$ cat src/rtl/sr_ff_arbiter.sv
// Round-robin arbiter sharing one external SR flop among N requesters.
// Optional readback check enabled with `define SR_READBACK_CHECK_EN.
module sr_ff_arbiter #(
  parameter int N         = 4,
  parameter int PULSE_LEN = 1,
  parameter int PTR_W     = 2
) (
  input  logic         clk,
  input  logic         rst_n,
  input  logic [N-1:0] req,
  input  logic [N-1:0] op,
  output logic [N-1:0] gnt,
  output logic [N-1:0] ack,
  output logic         ff_s,
  output logic         ff_r,
  input  logic         ff_q,
  input  logic         ff_qbar,
  output logic         busy,
  output logic         err
);

  typedef enum logic [1:0] {IDLE, DRIVE, SETTLE, ACK} state_t;

  state_t             state_q, state_d;
  logic [PTR_W-1:0]   ptr_q, ptr_d;
  logic [PTR_W-1:0]   w_q, w_d;
  logic               op_q, op_d;
  logic [3:0]         cnt_q, cnt_d;
  logic [N-1:0]       gnt_q, gnt_d;
  logic [N-1:0]       ack_q, ack_d;
  logic               s_q, s_d;
  logic               r_q, r_d;
  logic               busy_q, busy_d;

  logic               found;
  logic [PTR_W-1:0]   win;
  logic [PTR_W-1:0]   ptr_next;
  logic [PTR_W:0]     idx;

  // Scan from the pointer upward, wrapping, so the last winner ends up last.
  always_comb begin
    found = 1'b0;
    win   = '0;
    idx   = '0;
    for (int i = 0; i < N; i++) begin
      idx = {1'b0, ptr_q} + (PTR_W+1)'(i);
      if (idx >= (PTR_W+1)'(N)) idx = idx - (PTR_W+1)'(N);
      if (!found && req[idx[PTR_W-1:0]]) begin
        found = 1'b1;
        win   = idx[PTR_W-1:0];
      end
    end
  end

  assign ptr_next = (w_q == PTR_W'(N-1)) ? '0 : w_q + 1'b1;

  always_comb begin
    state_d = state_q;
    ptr_d   = ptr_q;
    w_d     = w_q;
    op_d    = op_q;
    cnt_d   = cnt_q;
    gnt_d   = gnt_q;
    ack_d   = ack_q;
    s_d     = s_q;
    r_d     = r_q;
    busy_d  = busy_q;
    unique case (state_q)
      IDLE: begin
        if (found) begin
          w_d     = win;
          op_d    = op[win];
          gnt_d   = {{(N-1){1'b0}}, 1'b1} << win;
          busy_d  = 1'b1;
          s_d     = op[win];
          r_d     = ~op[win];
          cnt_d   = 4'(PULSE_LEN-1);
          state_d = DRIVE;
        end
      end
      DRIVE: begin
        if (cnt_q == 4'd0) begin
          s_d     = 1'b0;
          r_d     = 1'b0;
          state_d = SETTLE;
        end else begin
          cnt_d = cnt_q - 4'd1;
        end
      end
      SETTLE: begin
        ack_d   = gnt_q;
        state_d = ACK;
      end
      ACK: begin
        ack_d   = '0;
        gnt_d   = '0;
        busy_d  = 1'b0;
        ptr_d   = ptr_next;
        state_d = IDLE;
      end
      default: state_d = IDLE;
    endcase
  end

  always_ff @(posedge clk or negedge rst_n) begin
    if (!rst_n) begin
      state_q <= IDLE;
      ptr_q   <= '0;
      w_q     <= '0;
      op_q    <= 1'b0;
      cnt_q   <= '0;
      gnt_q   <= '0;
      ack_q   <= '0;
      s_q     <= 1'b0;
      r_q     <= 1'b0;
      busy_q  <= 1'b0;
    end else begin
      state_q <= state_d;
      ptr_q   <= ptr_d;
      w_q     <= w_d;
      op_q    <= op_d;
      cnt_q   <= cnt_d;
      gnt_q   <= gnt_d;
      ack_q   <= ack_d;
      s_q     <= s_d;
      r_q     <= r_d;
      busy_q  <= busy_d;
    end
  end

`ifdef SR_READBACK_CHECK_EN
  function automatic logic [7:0] sat_inc8(input logic [7:0] v);
    return (v == 8'hFF) ? v : v + 8'd1;
  endfunction

  logic       err_q, err_d;
  logic [7:0] err_cnt_q, err_cnt_d;
  logic       mismatch;

  // The flop has had a full s=r=0 cycle to settle by the end of SETTLE.
  always_comb begin
    mismatch  = (ff_q != op_q) || (ff_qbar != ~ff_q);
    err_d     = err_q;
    err_cnt_d = err_cnt_q;
    if (state_q == SETTLE && mismatch) begin
      err_d     = 1'b1;
      err_cnt_d = sat_inc8(err_cnt_q);
    end
  end

  always_ff @(posedge clk or negedge rst_n) begin
    if (!rst_n) begin
      err_q     <= 1'b0;
      err_cnt_q <= '0;
    end else begin
      err_q     <= err_d;
      err_cnt_q <= err_cnt_d;
    end
  end

  assign err = err_q;
`else
  logic unused_readback;
  assign unused_readback = ff_q ^ ff_qbar;
  assign err = 1'b0;
`endif

  assign gnt  = gnt_q;
  assign ack  = ack_q;
  assign ff_s = s_q;
  assign ff_r = r_q;
  assign busy = busy_q;

endmodule

$ cat config.mk
export PLATFORM = sky130hd
export DESIGN_NAME = sr_ff_arbiter
export DESIGN_NICKNAME = d
export VERILOG_FILES = /design/src/rtl/sr_ff_arbiter.sv
export SDC_FILE = /design/constraint.sdc
export NUM_CORES = 1
export LEC_CHECK = 0
export BUFFER_PORTS_ARGS = -buffer_cell sky130_fd_sc_hd__buf_2
export CAP_MARGIN = 40
export CORE_MARGIN = 3
export CORE_UTILIZATION = 35
export DETAILED_ROUTE_END_ITERATION = 10
export PLACE_DENSITY = 0.54
export SYNTH_ARGS = -nofsm -noshare
export SYNTH_HDL_FRONTEND = slang
export SYNTH_SLANG_ARGS = --single-unit
$ cat constraint.sdc
create_clock -name clk -period 2.75 [get_ports clk]
set_input_delay 0.55 -clock clk [delete_from_list [all_inputs] [get_ports clk]]
set_output_delay 0.55 -clock clk [all_outputs]
set_load 0.005 [all_outputs]
==> qor.yml <==
cts_sinks: 21
cts_resized: 0
rsz0062_at_grt: "false"
cts_made_buffers: 3
wl_um: 2260
num_vias: 896
ys_seq_area_frac: 0.439
antenna_cells: 0
final_antenna_net_count: 0
syn-cell-area_sq_um: 1200
irDropWorstVdd_mv: 0.437
start_util: 0.379
crit_type: "reg2reg"
drtPass1Iterations: 4
nets: 162
synth_most_common_cell: "dfrtp_1"
outcome: "finished clean"
synth_area_leaders: "dfrtp_1 (44%), ha_1 (8.4%), mux2i_1 (5.0%)"
p_int_w: 0.000831
tns_ps: 0
drcViolationCount: 0
detail_route.wl_per_cell_um: 12.2
die-height_um: 64.5
cp_max_fo: 7
sw_frac_of_total: 0.412
yosysTopAreaCellShare: 0.439
reg2reg_slack_ps: 810
switching_power_w: 0.000582
grt_pass1_wl_um: 3970
finalCritPeriodShare: 0.705
ys_types: 39
clock_power_share: 0.103
hold_class: "in2async"
cts_tree: "built"
postCtsHoldBufs: 0
place_ws_ps: 787
gp_congestion: 0.753
htree_num_levels: 1
power_density_nw_per_um2: 1040
cts_root_buffer: "clkbuf_4"
synth_seq_cells: 21
clock.fmax_mhz: 516
grt_usage: 0.122
dieArea_sq_um: 4160
crit_required_ps: 2940
antenna_found_initial: 0
synth.net_count: 141
synth-edff-count: 0
fin_ws_ps: 811
r2r_cells: 7
yosys_warnings: 0
end_kind: "flip-flop"
drt_first_iter_violations: 34
layout-drive-gt1-share: 0.234
cts_setup_buffers: 0
overflow: 0
worst_ep_arrival_time_ps: 2130
rr_startpoint: "state_q[1]"
final-hold-violation-count: 0
period_needed_ps: 1940
synth_flop_cell: "dfrtp_1"
port_buffers: 20
cp-start-kind: "flip-flop"
cts.path.max_buffers: 2
dpl.hpwl_um: 1820
combPwrFrac: 0.510
skew_ps: 1.44
yosys.area.top_type: "dfrtp_1"
path_clk_slew_ps: 110
grt_pass1_vias: 924
pwr-share-seq: 0.388
core.rowCount: 20
synthCells: 121
area_growth_syn_to_layout_pct: 13.2
insertion_delay_ps: 300
synthTopCellsByCount: "dfrtp_1 (21), nor2_1 (15), nand2_1 (13)"
postSynth.asyncResetShare: 1.00
setup_violations: 0
grt_max_degree: 22
r2r_end: "cnt_q[3]"
final_max_slew_viol_count: 0
avgSynthCellArea_sq_um: 9.89
cap_violations: 0
io-pin-count: 24
core_area_sq_um: 3150
fp.dieW_um: 64.5
leakage_nw: 0.661
drt-vias-per-instance: 4.84
-- flip-flops by register name, indices dropped and copies added, names as in the netlist --
name     count
ack          4
cnt_q        4
gnt          4
ptr_q        2
state_q      2
w_q          2
busy         1
ff_r         1
ff_s         1
-- stage by stage --
step	hold slack [ps]	cells	power (W)	utilization	cell area, sq um
after floorplan	254	121	0.00109	-	1200
after global placement	472	181	0.00126	0.421	1330
after detailed placement	483	181	0.00129	0.421	1330
after CTS	189	185	0.00143	0.429	1350
after global routing	204	185	0.00155	0.429	1350
final	180	185	0.00141	0.429	1350
-- routing by layer --
| layer | vias up | track usage | part of all wire |
|---|---|---|---|
| met5 | - | 0 | 0 |
| met4 | 0 | 0.0396 | 0.0088 |
| met3 | 2 | 0.0381 | 0.041 |
| met2 | 13 | 0.220 | 0.48 |
| met1 | 424 | 0.136 | 0.47 |
| li1 | 457 | - | - |
-- worst max-delay path, cell delays in order, from the launching register on --
cell and delay (ps):
dfrtp_1 400, inv_1 90, ha_1 270, nor4bb_1 180
a211oi_2 390, nor4b_2 300, xnor2_1 140, nor2_1 50
-- cells in the final DEF (no fill, tap or decap), types with 2 or more instances in the layout --
cell type and n:
inv_1 7, a21o_1 2, nand2_1 13, a32oi_1 2
o221ai_1 2, clkbuf_4 3, buf_2 20, mux2_2 3
mux2i_1 6, a21oi_1 2, dfrtp_1 21, o21ai_0 11
nor2_1 15, ha_1 8, a22oi_1 2
-- logic make-up (layout without fill, tap and decap cells) --
family	Yosys count	after routing	synth area share
DFF	21	21	0.439
xor gates and xnor gates	2	2	0.0146
buffers and inverters	13	33	0.0513
muxes	10	10	0.0910
and+or+nand+nor	39	39	0.156
other	1	1	0.00314
AOI/OAI and AO/OA	27	27	0.161
adders and majority gates	8	8	0.0837
-- worst max-delay path by stage --
stage	to	startpoint	slack, ps	cells after the start
2_1_floorplan	ff_r	req[0]	990	6
3_3_place_gp	ff_r	req[0]	810	6
3_5_place_dp	ff_r	req[0]	790	6
4_1_cts	cnt_q[3]	state_q[1]	810	7
5_1_grt	cnt_q[3]	state_q[1]	640	7
6_report	cnt_q[3]	state_q[1]	810	7
-- layout make-up --
class	count	area [sq um]
well taps	44	55.1
inverters	8	30.0
repair buffers	21	108
fillers	326	1800
flip-flops and latches	21	526
multi-input cells	87	609
clock buffers	4	26.3
-- power groups by stage --
| stage | Clock (W) | Combinational (W) | Sequential, W |
|---|---|---|---|
| 6_report | 0.000145 | 0.000721 | 0.000548 |
| 3_5_place_dp | 0 | 0.000730 | 0.000558 |
| 2_1_floorplan | 0 | 0.000546 | 0.000544 |
| 5_1_grt | 0.000165 | 0.000821 | 0.000568 |
| 3_3_place_gp | 0 | 0.000714 | 0.000549 |
| 4_1_cts | 0.000152 | 0.000732 | 0.000551 |
Note: power is estimated with default switching activity, not from simulation.
